[config.mk]
export PLATFORM = sky130hd
export DESIGN_NAME = uart_tx_arbiter
export DESIGN_NICKNAME = d
export VERILOG_FILES = /design/src/rtl/uart_tx_arbiter.sv
export SDC_FILE = /design/constraint.sdc
export NUM_CORES = 1
export LEC_CHECK = 0
export CAP_MARGIN = 15
export CORE_ASPECT_RATIO = 0.75
export CORE_MARGIN = 4
export CORE_UTILIZATION = 55
export CTS_BUF_LIST = sky130_fd_sc_hd__clkbuf_16
export DETAILED_ROUTE_END_ITERATION = 7
export PLACE_DENSITY = 0.82
export SETUP_SLACK_MARGIN = 0.5
export SYNTH_ARGS = -nofsm -noshare
export SYNTH_HDL_FRONTEND = slang
export SYNTH_SLANG_ARGS = --single-unit
[constraint.sdc]
create_clock -name clk -period 5.1 [get_ports clk]
set_input_delay 1.02 -clock clk [delete_from_list [all_inputs] [get_ports clk]]
set_output_delay 1.02 -clock clk [all_outputs]
set_load 0.03 [all_outputs]
[src/rtl/uart_tx_arbiter.sv]
`default_nettype none
// ============================================================================
// Module   : uart_tx_arbiter
// Purpose  : Shares one uart_tx transmitter between two requesters: the
//            1-byte keystroke echo and the up-to-MAX_LEN-byte result/prompt
//            string. One requester is granted, its bytes are shifted out
//            MSB-first onto tx_data/tx_wr_en, and bytes are paced by the
//            transmitter's tx_sent flag plus a fixed inter-byte gap.
//            Runs in the baud clock domain.
// Config   : ARB_ROUND_ROBIN_EN defined   -> simultaneous requests go to the
//                                             requester not granted last.
//            ARB_ROUND_ROBIN_EN undefined -> fixed priority, echo wins.
// Ports    : clk        in   baud-domain clock
//            reset_n    in   asynchronous active-low reset
//            req_echo   in   level request, held until echo_done
//            echo_byte  in   byte to echo, sampled at grant
//            echo_done  out  1-cycle pulse when the echo transfer completes
//            req_str    in   level request, held until str_done
//            str_buf    in   string, byte 0 in the top 8 bits, sampled at grant
//            str_len    in   bytes to send (0 allowed, clamped to MAX_LEN)
//            str_done   out  1-cycle pulse when the string transfer completes
//            tx_sent    in   uart_tx idle/ready flag
//            tx_data    out  byte to uart_tx, held until the next load
//            tx_wr_en   out  1-cycle write strobe to uart_tx
//            busy       out  high whenever the arbiter is not idle
// Revision : 1.0  initial release
// ============================================================================
module uart_tx_arbiter #(
    parameter int MAX_LEN    = 20,
    parameter int LEN_W      = 5,
    parameter int GAP_CYCLES = 20
) (
    input  logic                 clk,
    input  logic                 reset_n,
    input  logic                 req_echo,
    input  logic [7:0]           echo_byte,
    output logic                 echo_done,
    input  logic                 req_str,
    input  logic [MAX_LEN*8-1:0] str_buf,
    input  logic [LEN_W-1:0]     str_len,
    output logic                 str_done,
    input  logic                 tx_sent,
    output logic [7:0]           tx_data,
    output logic                 tx_wr_en,
    output logic                 busy
);

    localparam int c_BUF_W = MAX_LEN * 8;
    localparam int c_REM_W = $clog2(MAX_LEN + 1);
    // Gap counter runs 0..GAP_CYCLES-1 while in S_GAP.
    localparam int c_GAP_W = (GAP_CYCLES > 1) ? $clog2(GAP_CYCLES) : 1;
    localparam logic [c_GAP_W-1:0] c_GAP_LAST = c_GAP_W'(GAP_CYCLES - 1);
    localparam logic [c_REM_W-1:0] c_MAX_REM  = c_REM_W'(MAX_LEN);
    localparam logic [c_REM_W-1:0] c_ONE_REM  = c_REM_W'(1);

    typedef enum logic [2:0] {
        S_IDLE     = 3'd0,
        S_WAIT_RDY = 3'd1,
        S_STROBE   = 3'd2,
        S_GAP      = 3'd3,
        S_DONE     = 3'd4
    } state_t;

    state_t              r_state;
    logic [c_BUF_W-1:0]  r_shift;
    logic [c_REM_W-1:0]  r_remaining;
    logic [c_GAP_W-1:0]  r_gap_cnt;
    logic                r_grant_echo;
`ifdef ARB_ROUND_ROBIN_EN
    logic                r_last_echo;
`endif

    logic                w_pick_echo;
    logic [c_REM_W-1:0]  w_str_count;
    logic [c_BUF_W-1:0]  w_echo_load;

    // Arbitration: only meaningful while idle with at least one request.
    always_comb begin
        w_pick_echo = 1'b0;
`ifdef ARB_ROUND_ROBIN_EN
        // On contention, the side that was not served last wins.
        w_pick_echo = req_echo && (!req_str || !r_last_echo);
`else
        w_pick_echo = req_echo;
`endif
    end

    always_comb begin
        w_str_count = c_REM_W'(str_len);
        if (32'(str_len) > MAX_LEN) begin
            w_str_count = c_MAX_REM;
        end
    end

    // Echo byte is placed where string byte 0 would sit so both requesters
    // share the same top-byte extraction path.
    assign w_echo_load = c_BUF_W'(echo_byte) << (c_BUF_W - 8);

    assign busy = (r_state != S_IDLE);

    always_ff @(posedge clk or negedge reset_n) begin
        if (!reset_n) begin
            r_state      <= S_IDLE;
            r_shift      <= '0;
            r_remaining  <= '0;
            r_gap_cnt    <= '0;
            r_grant_echo <= 1'b0;
`ifdef ARB_ROUND_ROBIN_EN
            r_last_echo  <= 1'b0;
`endif
            tx_data      <= 8'h00;
            tx_wr_en     <= 1'b0;
            echo_done    <= 1'b0;
            str_done     <= 1'b0;
        end else begin
            // Pulsed outputs default low and are raised for one cycle only.
            tx_wr_en  <= 1'b0;
            echo_done <= 1'b0;
            str_done  <= 1'b0;

            case (r_state)
                S_IDLE: begin
                    if (req_echo || req_str) begin
                        r_grant_echo <= w_pick_echo;
                        if (w_pick_echo) begin
                            r_shift     <= w_echo_load;
                            r_remaining <= c_ONE_REM;
                            r_state     <= S_WAIT_RDY;
                        end else begin
                            r_shift     <= str_buf;
                            r_remaining <= w_str_count;
                            r_state     <= (w_str_count == '0) ? S_DONE : S_WAIT_RDY;
                        end
                    end
                end

                S_WAIT_RDY: begin
                    // The strobe is only issued after tx_sent was seen high,
                    // so tx_wr_en can never coincide with a busy transmitter.
                    if (tx_sent) begin
                        tx_data     <= r_shift[c_BUF_W-1 -: 8];
                        r_shift     <= r_shift << 8;
                        r_remaining <= r_remaining - 1'b1;
                        tx_wr_en    <= 1'b1;
                        r_state     <= S_STROBE;
                    end
                end

                S_STROBE: begin
                    r_gap_cnt <= '0;
                    r_state   <= S_GAP;
                end

                S_GAP: begin
                    if (r_gap_cnt == c_GAP_LAST) begin
                        r_state <= (r_remaining != '0) ? S_WAIT_RDY : S_DONE;
                    end else begin
                        r_gap_cnt <= r_gap_cnt + 1'b1;
                    end
                end

                S_DONE: begin
                    echo_done   <= r_grant_echo;
                    str_done    <= !r_grant_echo;
`ifdef ARB_ROUND_ROBIN_EN
                    r_last_echo <= r_grant_echo;
`endif
                    r_state     <= S_IDLE;
                end

                default: begin
                    r_state <= S_IDLE;
                end
            endcase
        end
    end

endmodule
`default_nettype wire

* Word-level counts from Yosys, hierarchy flattened
Cells that the tools add are included.
Cells by class: $add $sub $neg 2, $lt $le $gt $ge 1, eq/ne operators 9, muxes and demuxes 22, reduce and logical (&&, ||, !) cells 13
Operators by type and width (count):
- $mux 160 | 3
- $pmux 160 s2 | 1
- $mux 5 | 5
- $pmux 5 s2 | 2
- $mux 3 | 6
- $pmux 3 s4 | 1
- $ne 2x2->1 const B | 4
- $eq 3x2->1 const B | 2
- $reduce_and 2->1 | 3
- $reduce_and 3->1 | 2
- $add 5x1->5 const B | 1
- $eq 5x5->1 const B | 1
- $gt 5x5->1 const B | 1
- $logic_not 5->1 | 1
- $reduce_bool 5->1 | 1
- $sub 5x1->5 const B | 1
- $mux 1 | 4
- $reduce_bool 2->1 | 2
- $eq 3x1->1 const B | 1
- $eq 3x3->1 const B | 1
- $logic_not 3->1 | 1
- $reduce_bool 3->1 | 1
- $logic_not 1->1 | 1
- $logic_or 1x1->1 | 1
Storage, ports and cells: bits in registers 185, bits of input ports 178, output and inout port bits 12, word-level logic and storage cells 56

* Logic depth before layout (Yosys ltp)
Gate-level depths: netlist of the first run.
word-level depth 7, mapped depth 9, depth with buffers taken out 6

* Worst setup path before layout of the first run
No wires, ideal clock.
kind input-to-reg, from input port req_echo, to register r_remaining[0], library setup time 0.124 ns, arrival time 2.317 ns, required time 4.976 ns, setup slack 2.659 ns, stages 8, buffers on the path 4, cell sequence clkbuf_1 > or3_1 > nand3_2 > buf_6 > buf_6 > buf_6 > nor3_1 > a211o_1
Between the ends: word-level cells in the longest chain between the ends 3, elaborated cells on any way between the ends 6
Ends and longest elaborated chain:
- from (decl) | RTL line 35 | input logic req_echo,
- $mux 5 or $logic_or 1x1->1 (tied branches) | RTL line 125, 123
- $mux 5 or $ne 2x2->1 (tied branches)
- $pmux 5 s2 or $reduce_and 3->1 (tied branches)
- to (signal assigned) | RTL line 127 | r_remaining <= c_ONE_REM;
- to (signal assigned) | RTL line 131 | r_remaining <= w_str_count;
- to (signal assigned) | RTL line 143 | r_remaining <= r_remaining - 1'b1;
- to (decl) | RTL line 66 | logic [c_REM_W-1:0] r_remaining;
Several ways; a longest one is shown, not always the timed one. The select of a mux whose other input is x is not followed. A chain may end at the register's enable or synchronous reset.

* Final worst setup path of the first run
from register r_state[0], to output port busy
Between the ends: word-level cells in the longest chain between the ends 1
Ends and longest elaborated chain:
- from (decl) | RTL line 64 | state_t r_state;
- from (signal assigned) | RTL line 132 | r_state <= (w_str_count == '0) ? S_DONE : S_WAIT_RDY;
- from (signal assigned) | RTL line 156 | r_state <= (r_remaining != '0) ? S_WAIT_RDY : S_DONE;
- $reduce_bool 3->1 | RTL line 99 | assign busy = (r_state != S_IDLE);
- to (decl) | RTL line 45 | output logic busy
Every way passes these cells.

==> results.tsv, run 1 <==
stage	metric	value	unit
clock_tree	number of H-tree levels	4	
timing	crit share post-route	0.606	
detailed_routing	WL per Instance	16.0	µm
global_route	antenna violations before repair	1	
timing	unrepaired setup endpoints after global routing	no	
worst_setup_path	CP Data Required Time	4080	ps
clock_tree	clock transition at the registers of the reported paths	70	ps
synthesis	Yosys reg bits	185	
synthesis	FFs w/ async S/R, synth	1.00	
floorplanning	effective utilization at floorplan	0.563	
layout	Layout Area Growth over Synthesis	26.9	%
clock_tree	clk buf depth	2	
synthesis	Syn Nets	1194	
placement	Final Wtd Congestion	0.869	
worst_setup_path	Crit Path Class	reg2out	
clock_tree	Clock Sinks	185	
outcome	outcome	finished clean	
timing	clk_skew	7.14	ps
timing	Slew Viols, Final	0	
detailed_routing	drt pass-1 iters	5	
pwr	Pleak	0.00470	µW
pwr	Power Total	5730	µW
clock_tree	post-cts sizing count	0	
synthesis	ranking of synthesized cells by area	dfrtp_1, nor3b_1, o21ai_0, a21oi_1, nand2_1	
global_route	grt ovf	0	
floorplanning	Placement Rows	40	
detailed_routing	via count	7559	
global_route	first-pass GRT wire length	35.3	mm
timing	Final Hold Slack	445	ps
synthesis	top-count cell post-synth	dfrtp_1	
detailed_routing	Antenna Nets Post-Route	0	
clock_tree	Clock Latency Late Sink	420	ps
synthesis	leading area contributor after synthesis	dfrtp_1	
detailed_routing	DRT iter0 DRCs	618	
floorplanning	Ports	190	
synthesis	syn_area_per_cell	8.93	µm²
synthesis	register area share after synthesis	0.512	
synthesis	Post-Syn Area	0.00904	mm²
global_route	gr usage total	0.235	
pwr	pwr/cell area	499	mW/mm²
placement	# port buffers	189	
pwr	Peak VDD IR	357	µV
synthesis	Main synth FF type	dfrtp_1	
synthesis	Synth top area share	0.512	
hold_path	Hold WC Path Type	reg2reg	
clock_tree	Hold Buf Count CTS	0	
run	total of max-cap violations	0	
synthesis	number of flops mapped to enable cells by yosys	0	
worst_setup_path	Critical Path End Type	primary output	
layout	Final #Nets	1318	
floorplanning	Die Area	0.0186	mm²
detailed_routing	via/cell ratio	5.55	
worst_setup_path	FF-to-FF setup slack	2340	ps
timing	Slew @ Worst Pin	918	ps
clock_tree	CTS root buf	clkbuf_16	
floorplanning	Die Ht	119	µm
synthesis	Gate Count Post-Synth	1013	
clock_tree	CTS buffer count	17	
timing	Min Clock Period, post-route	3090	ps
clock_tree	post-CTS setup buffers	0	
detailed_routing	final wirelength	21.7	mm
detailed_routing	DRC Markers	0	
synthesis	synth unique cells	39	
synthesis	Synth top cells by count	dfrtp_1, nand2_1, o21ai_0	
timing	Setup Total Neg Slack	0	ps
timing	Slew HR	0.388	
worst_setup_path	CP arrival	2070	ps
worst_setup_path	Crit Path Max Fanout	13	
layout	share of layout cells above drive strength 1	0.0443	
timing	PnR worst setup slack	2010	ps
timing	endpoints failing setup	0	
timing	fmax	324	MHz
global_route	vias in the first global route	7060	
timing	final hold vios	0	
placement	worst slack, placed	1680	ps
synthesis	warnings from Yosys	0	
clock_tree	TritonCTS clock tree	done	
floorplanning	die width	156	µm
placement	placed wire-length estimate	14.2	mm
global_route	largest net degree at the start of global routing	184	
floorplanning	Core ar.	0.0161	mm²
worst_setup_path	Worst Setup Start Kind	flip-flop	
[worst max-delay path: stages (launching register included)]
cell             delay [ps]
dfrtp_1                 520
nor3_1                  370
inv_1                   140
clkdlybuf4s50_1         610
[flip-flops by register name, summed over array words and instances (netlist names)]
name and cells:
r_state 3, r_shift 160, tx_data 8, r_remaining 5, str_done 1, r_grant_echo 1
tx_wr_en 1, echo_done 1, r_gap_cnt 5
[metal layers]
| metal | GRT usage | wire (µm) | part of all wire | up-vias |
|---|---|---|---|---|
| met5 | 0 | 0 | 0 | - |
| met4 | 0.0640 | 151 | 0.0069 | 0 |
| met3 | 0.0436 | 1330 | 0.061 | 15 |
| met2 | 0.341 | 9860 | 0.45 | 208 |
| met1 | 0.364 | 10400 | 0.48 | 3562 |
| li1 | - | - | - | 3774 |
[layout make-up]
type / instances / area [µm²]
clock buffer: 17 / 425
tap: 210 / 263
fill: 1232 / 4590
antenna: 1 / 2.50
multi-input combinational: 729 / 3990
clock inverter: 15 / 144
inverter: 6 / 22.5
sequential: 185 / 4630
timing repair buffer: 198 / 2000
[per-stage QoR]
step / cells / cell area (µm²) / utilization
2_1_floorplan: 1013 / 9040 / -
3_3_place_gp: 1328 / 10900 / 0.678
3_5_place_dp: 1328 / 10900 / 0.678
4_1_cts: 1360 / 11500 / 0.714
5_1_grt: 1361 / 11500 / 0.714
6_report: 1361 / 11500 / 0.714
[layout by cell type (no fill, tap or decap), types with 2 or more instances in the layout]
cell,synthesis,routed
clkinv_2,0,7
o21ai_0,170,170
inv_1,6,10
nor3_1,7,7
ha_1,3,3
bufinv_16,0,3
clkdlybuf4s50_1,0,187
buf_12,0,3
clkbuf_16,0,17
nand2_1,173,173
a311oi_1,3,3
mux2_2,8,8
nand2b_1,2,2
nand3_1,3,3
nor2_1,22,22
nor3b_1,145,145
a21oi_1,163,163
a2111oi_0,2,2
dfrtp_1,185,185
buf_4,1,7
mux2i_1,9,9
[cells by family (layout without fill, tap and decap cells)]
family,count (synthesis),after routing,synth area share
and+or+nand+nor,362,362,0.217
AOI/OAI and AO/OA,345,345,0.196
DFF,185,185,0.512
buffers and inverters,99,236,0.0486
muxes,17,17,0.0199
adders and majority gates,3,3,0.00415
xor gates and xnor gates,2,2,0.00194
other,0,1,0
[power breakdown]
group,switching (µW),internal (µW)
registers,394,2080
clock network,530,755
logic,1220,749
[worst paths after layout]
kind                                end          from  cells after the start
setup / recovery                   busy    r_state[0]                      3
hold / removal                 str_done  r_grant_echo                      1
setup reg to reg           r_shift[130]    r_state[0]                      6
hold reg to reg                str_done  r_grant_echo                      1
max in group asynchronous   r_shift[15]       reset_n                      2
min in group asynchronous   r_shift[58]       reset_n                      1
(Power assumes the default switching activity.)
==> inputs of run 2 (changes only) <==
CORE_UTILIZATION = 47   (was 55)
PLACE_DENSITY = 0.74   (was 0.82)
clock period = 2.7 ns   (was 5.1 ns; I/O delays follow)
==> results.tsv, run 2 (same netlist as run 1, synthesis figures left out) <==
stage	metric	value	unit
timing	PnR worst setup slack	583	ps
timing	endpoints failing setup	0	
layout	commonest non-fill, non-tap cell in the layout	clkdlybuf4s50_1	
placement	worst slack, placed	358	ps
worst_setup_path	Critical Path End Type	primary output	
worst_setup_path	critical-path cell list	nor3_4 -> inv_1 -> dlygate4sd2_1	
layout	Regs by FF count	r_shift (160), tx_data (8)	
global_route	gr usage total	0.210	
timing	Final Hold Slack	66.5	ps
pwr	clock share of power	0.248	
global_route	grt ovf	0	
floorplanning	Ports	190	
timing	clk_skew	9.87	ps
layout	share of layout cells above drive strength 1	0.0651	
pwr	P_int	7340	µW
placement	# port buffers	189	
layout	Largest Register	r_shift	
timing	fmax	472	MHz
worst_setup_path	Critical Path Stages	3	
placement	Final Wtd Congestion	0.810	
worst_setup_path	Crit Path Class	reg2out	
global_route	vias in the first global route	7296	
detailed_routing	DRT iter0 DRCs	655	
detailed_routing	final wirelength	22.8	mm
clock_tree	TritonCTS clock tree	done	
timing	Slew Viols, Final	0	
detailed_routing	Antenna Nets Post-Route	0	
floorplanning	Die Ht	128	µm
timing	Slew HR	0.625	
pwr	Pleak	0.00487	µW
detailed_routing	drt pass-1 iters	4	
worst_setup_path	R2R Path End	tx_data[5]	
layout	most frequent cells in the layout	clkdlybuf4s50_1, dfrtp_1, nand2_1, o21ai_0, a21oi_1	
layout	Final #Nets	1336	
pwr	Peak VDD IR	472	µV
detailed_routing	via count	7596	
floorplanning	effective utilization at floorplan	0.484	
layout	post-layout util	0.637	
floorplanning	die width	168	µm
pwr	power share of the combinational group	0.345	
clock_tree	Clock Sinks	185	
placement	placed wire-length estimate	15.4	mm
layout	number of fill cells	1590	
floorplanning	Placement Rows	43	
clock_tree	CTS root buf	clkbuf_16	
worst_setup_path	worst-case reg-to-reg path depth	3	
clock_tree	Hold Buf Count CTS	0	
global_route	antenna violations before repair	0	
detailed_routing	WL per Instance	16.1	µm
pwr	sw frac	0.366	
worst_setup_path	CP Data Required Time	2160	ps
worst_setup_path	FF-to-FF setup slack	760	ps
clock_tree	clk buf depth	2	
worst_setup_path	Worst Setup Start Kind	flip-flop	
layout	Layout Area Growth over Synthesis	31.6	%
worst_setup_path	count of buffer and inverter cells on the critical path	2	
outcome	outcome	finished clean	
timing	final hold vios	0	
layout	diode count	0	
clock_tree	CTS buffer count	17	
timing	Min Clock Period, post-route	2120	ps
global_route	first-pass GRT wire length	36.9	mm
clock_tree	Clock Latency Late Sink	430	ps
global_route	largest net degree at the start of global routing	73	
timing	unrepaired setup endpoints after global routing	no	
pwr	pwr/cell area	972	mW/mm²
worst_setup_path	Crit path max-delay family	flip-flops	
detailed_routing	via/cell ratio	5.37	
detailed_routing	DRC Markers	0	
floorplanning	Die Area	0.0215	mm²
worst_setup_path	reg-to-reg startpoint	r_state[1]	
pwr	Reg power frac	0.407	
layout	max FFs per register	160	
timing	crit share post-route	0.784	
timing	Slew @ Worst Pin	563	ps
worst_setup_path	Crit Path Max Fanout	8	
pwr	P_sw	4230	µW
worst_setup_path	CP peak stage delay	490	ps
clock_tree	clock transition at the registers of the reported paths	70	ps
hold_path	Hold WC Path Type	in2async	
worst_setup_path	CP arrival	1580	ps
floorplanning	Core ar.	0.0187	mm²
run	total of max-cap violations	0	
clock_tree	number of H-tree levels	4	
timing	Setup Total Neg Slack	0	ps
worst_setup_path	Crit-path slowest cell	dfrtp_2	
==> run 2: cell types whose count changed in the layout (fill, tap and decap cells not counted), moves of 4 or more <==
cell      delta
clkinv_2     -6
buf_4        +7
buf_12      +11
inv_6        +4
==> run 2: worst max path at each step <==
stage                     endpoint       start  slack [ps]
floorplan           r_remaining[0]    req_echo         740
global placement       r_shift[95]     req_str         450
detailed placement    r_shift[111]     req_str         360
CTS                           busy  r_state[0]         540
global route                  busy  r_state[1]         510
finish                        busy  r_state[1]         580
==> run 2: area by class of cell <==
| class | instances | area (µm²) | share of cell area |
|---|---|---|---|
| flip-flops and latches | 185 | 4630 | 0.389 |
| multi-input cells | 729 | 4000 | 0.336 |
| repair buffers | 216 | 2270 | 0.191 |
| clock buffers | 17 | 425 | 0.0357 |
| well taps | 247 | 309 | 0.0260 |
| clock inverters | 15 | 244 | 0.0205 |
| inverters | 6 | 22.5 | 0.00189 |
==> run 2: power groups by stage <==
stage          clock (µW)  combinational, µW  sequential [µW]
3_5_place_dp            0               4000             4710
6_report             2870               3990             4700
4_1_cts              2900               4010             4690
2_1_floorplan           0               2730             4570
5_1_grt              3040               4570             4840
3_3_place_gp            0               3870             4680
==> run 2: through the flow <==
step                      instance area [µm²]  total power, µW  instances
after floorplan                          9040             7290       1013
after global placement                  11200             8550       1381
after detailed placement                11200             8710       1381
after CTS                               11900            11600       1413
after global routing                    11900            12500       1415
final                                   11900            11600       1415
==> run 2: timing repair <==
item,4_1_cts,5_1_grt
gates resized for setup,4,2
endpoints found under the setup margin,1,1
setup buffers,0,2
==> run 2: layer usage <==
| metal | share of wire | global-route usage |
|---|---|---|
| met5 | 0 | 0 |
| met1 | 0.48 | 0.308 |
| met4 | 0.0085 | 0.0396 |
| met2 | 0.45 | 0.322 |
| met3 | 0.059 | 0.0524 |
==> inputs of run 3 (changes only) <==
clock period = 1.9 ns   (was 2.7 ns; I/O delays follow)
==> results.tsv, run 3 (same netlist as run 1, synthesis figures left out) <==
stage	metric	value	unit
timing	clk_skew	14.5	ps
timing	Slew @ Worst Pin	482	ps
timing	final hold vios	0	
pwr	Power Total	18200	µW
timing	fmax	550	MHz
global_route	GR peak layer	met2	
clock_tree	TritonCTS clock tree	done	
hold_path	Hold Path Stages	4	
worst_setup_path	Crit Path Max Fanout	10	
placement	placed wire-length estimate	16.9	mm
worst_setup_path	Worst Setup Start Kind	flip-flop	
layout	diode count	0	
worst_setup_path	CP peak stage delay	460	ps
hold_path	Hold WC Path Type	in2reg	
clock_tree	CTS buffer count	17	
global_route	M1 GR Usage	0.326	
timing	unrepaired setup endpoints after global routing	yes	
layout	max FFs per register	160	
floorplanning	Die Area	0.0215	mm²
timing	endpoints failing setup	0	
layout	share of layout cells above drive strength 1	0.191	
clock_tree	clk buf depth	2	
global_route	largest net degree at the start of global routing	67	
run	total of max-cap violations	0	
timing	Final Hold Slack	370	ps
pwr	Pleak	0.00544	µW
clock_tree	Clock Latency Late Sink	430	ps
global_route	antenna violations before repair	0	
pwr	Peak VDD IR	679	µV
worst_setup_path	worst-case reg-to-reg path depth	8	
worst_setup_path	reg-to-reg startpoint	r_state[1]	
worst_setup_path	FF-to-FF setup slack	80	ps
timing	Slew HR	0.679	
timing	Setup Total Neg Slack	0	ps
layout	most frequent cells in the layout	dfrtp_1, clkdlybuf4s50_1, a21oi_1, nor3b_1, nand2_1	
worst_setup_path	CP arrival	2140	ps
layout	Layout Area Growth over Synthesis	44.8	%
pwr	P_int	11000	µW
detailed_routing	DRT iter0 DRCs	582	
clock_tree	CTS root buf	clkbuf_16	
floorplanning	Die Ht	128	µm
layout	number of fill cells	1373	
detailed_routing	final wirelength	26.7	mm
worst_setup_path	Crit path max-delay family	buffers and inverters	
worst_setup_path	Critical Path End Type	flip-flop	
outcome	outcome	finished clean	
worst_setup_path	CP Data Required Time	2220	ps
clock_tree	clock transition at the registers of the reported paths	70	ps
timing	Slew Viols, Final	0	
pwr	Reg power frac	0.373	
worst_setup_path	Crit-path slowest cell	dfrtp_2	
global_route	vias in the first global route	7755	
worst_setup_path	Crit Path Class	reg2reg	
floorplanning	effective utilization at floorplan	0.484	
worst_setup_path	critical-path cell list	nor3b_4 -> buf_8 -> buf_4 -> buf_4 -> nor2_4 -> buf_4 -> nand2_1 -> o21ai_2	
hold_path	Hold Path Origin	req_echo	
detailed_routing	WL per Instance	18.0	µm
global_route	GR Util met2	0.340	
floorplanning	Core ar.	0.0187	mm²
pwr	pwr/cell area	1390	mW/mm²
placement	Final Wtd Congestion	0.820	
timing	Min Clock Period, post-route	1820	ps
layout	sequential cell area	0.00463	mm²
floorplanning	Placement Rows	43	
floorplanning	die width	168	µm
pwr	clock share of power	0.186	
floorplanning	Ports	190	
pwr	sw frac	0.394	
layout	Largest Register	r_shift	
detailed_routing	drt pass-1 iters	5	
global_route	grt ovf	0	
global_route	first-pass GRT wire length	39.1	mm
worst_setup_path	Critical Path Stages	8	
pwr	power share of the combinational group	0.441	
hold_path	WHS Endpoint	r_state[2]	
worst_setup_path	count of buffer and inverter cells on the critical path	4	
detailed_routing	via/cell ratio	5.54	
detailed_routing	DRC Markers	0	
global_route	gr usage total	0.225	
worst_setup_path	Worst path most repeated cell	buf_4	
pwr	P_sw	7160	µW
layout	Regs by FF count	r_shift (160), tx_data (8)	
layout	area of the multi-input gates	0.00438	mm²
clock_tree	number of H-tree levels	4	
layout	Final #Nets	1402	
worst_setup_path	R2R Path End	r_shift[7]	
timing	crit share post-route	0.958	
detailed_routing	Antenna Nets Post-Route	0	
layout	commonest non-fill, non-tap cell in the layout	dfrtp_1	
detailed_routing	via count	8205	
placement	# port buffers	189	
global_route	met3 Use GR	0.0576	
clock_tree	Clock Sinks	185	
## run 3: changes by cell type in the layout (fill, tap and decap cells not counted), moves of 10 or more
cell             previous run  this run
clkdlybuf4s50_1           186       175
clkbuf_16                  17        27
buf_4                      14        43
o21ai_2                     0        30
nand2_2                     0        32
o21ai_1                     0        13
o21ai_0                   170       126
nand2_1                   173       134
buf_6                       0        12
## run 3: area by class of cell
type                    count  share of cell area
repair buffers            282               0.243
clock buffers              17              0.0325
well taps                 247              0.0236
multi-input cells         729               0.335
clock inverters            15              0.0101
flip-flops and latches    185               0.354
inverters                   6             0.00172
## run 3: worst max path at each step
stage	endpoint	slack, ps	startpoint
6_report	r_shift[7]	80	r_state[1]
5_1_grt	r_shift[7]	20	r_state[1]
4_1_cts	busy	160	r_state[0]
3_5_place_dp	r_state[0]	-190	req_str
3_3_place_gp	r_state[0]	-120	req_str
2_1_floorplan	r_remaining[0]	170	req_echo
## run 3: what timing repair did
item,4_1_cts,5_1_grt
hold buffers,1,0
setup buffers,13,8
pin swaps,6,42
hold endpoints to repair,45,0
resized for setup,92,144
endpoints found under the setup margin,192,190
cloned,4,10
## run 3: routing by layer
metal  vias up  part of all wire
li1       3975                 -
met1      3946              0.45
met2       255              0.48
met3        29             0.061
met4         0             0.013
met5         -                 0
## run 3: power by group through the flow
stage	clock network [µW]	logic, µW	registers, µW
6_report	3390	8020	6790
5_1_grt	3610	8790	6950
4_1_cts	3430	6710	6630
3_5_place_dp	0	6310	6680
3_3_place_gp	0	6120	6630
2_1_floorplan	0	4100	6510
## run 3: through the flow
stage	instances	utilization	worst slack, ps	area [µm²]
final	1481	0.701	80.5	13100
after global routing	1481	0.701	18.5	13100
after CTS	1463	0.663	164	12400
after detailed placement	1413	0.620	-193	11600
after global placement	1413	0.620	-117	11600
after floorplan	1013	-	175	9180
## run 3: worst reg2reg max path: stages, from the launching register on
cell	delay, ps
dfrtp_2	460
nor3b_4	350
buf_8	240
buf_4	160
buf_4	110
nor2_4	40
buf_4	180
nand2_1	110
o21ai_2	70
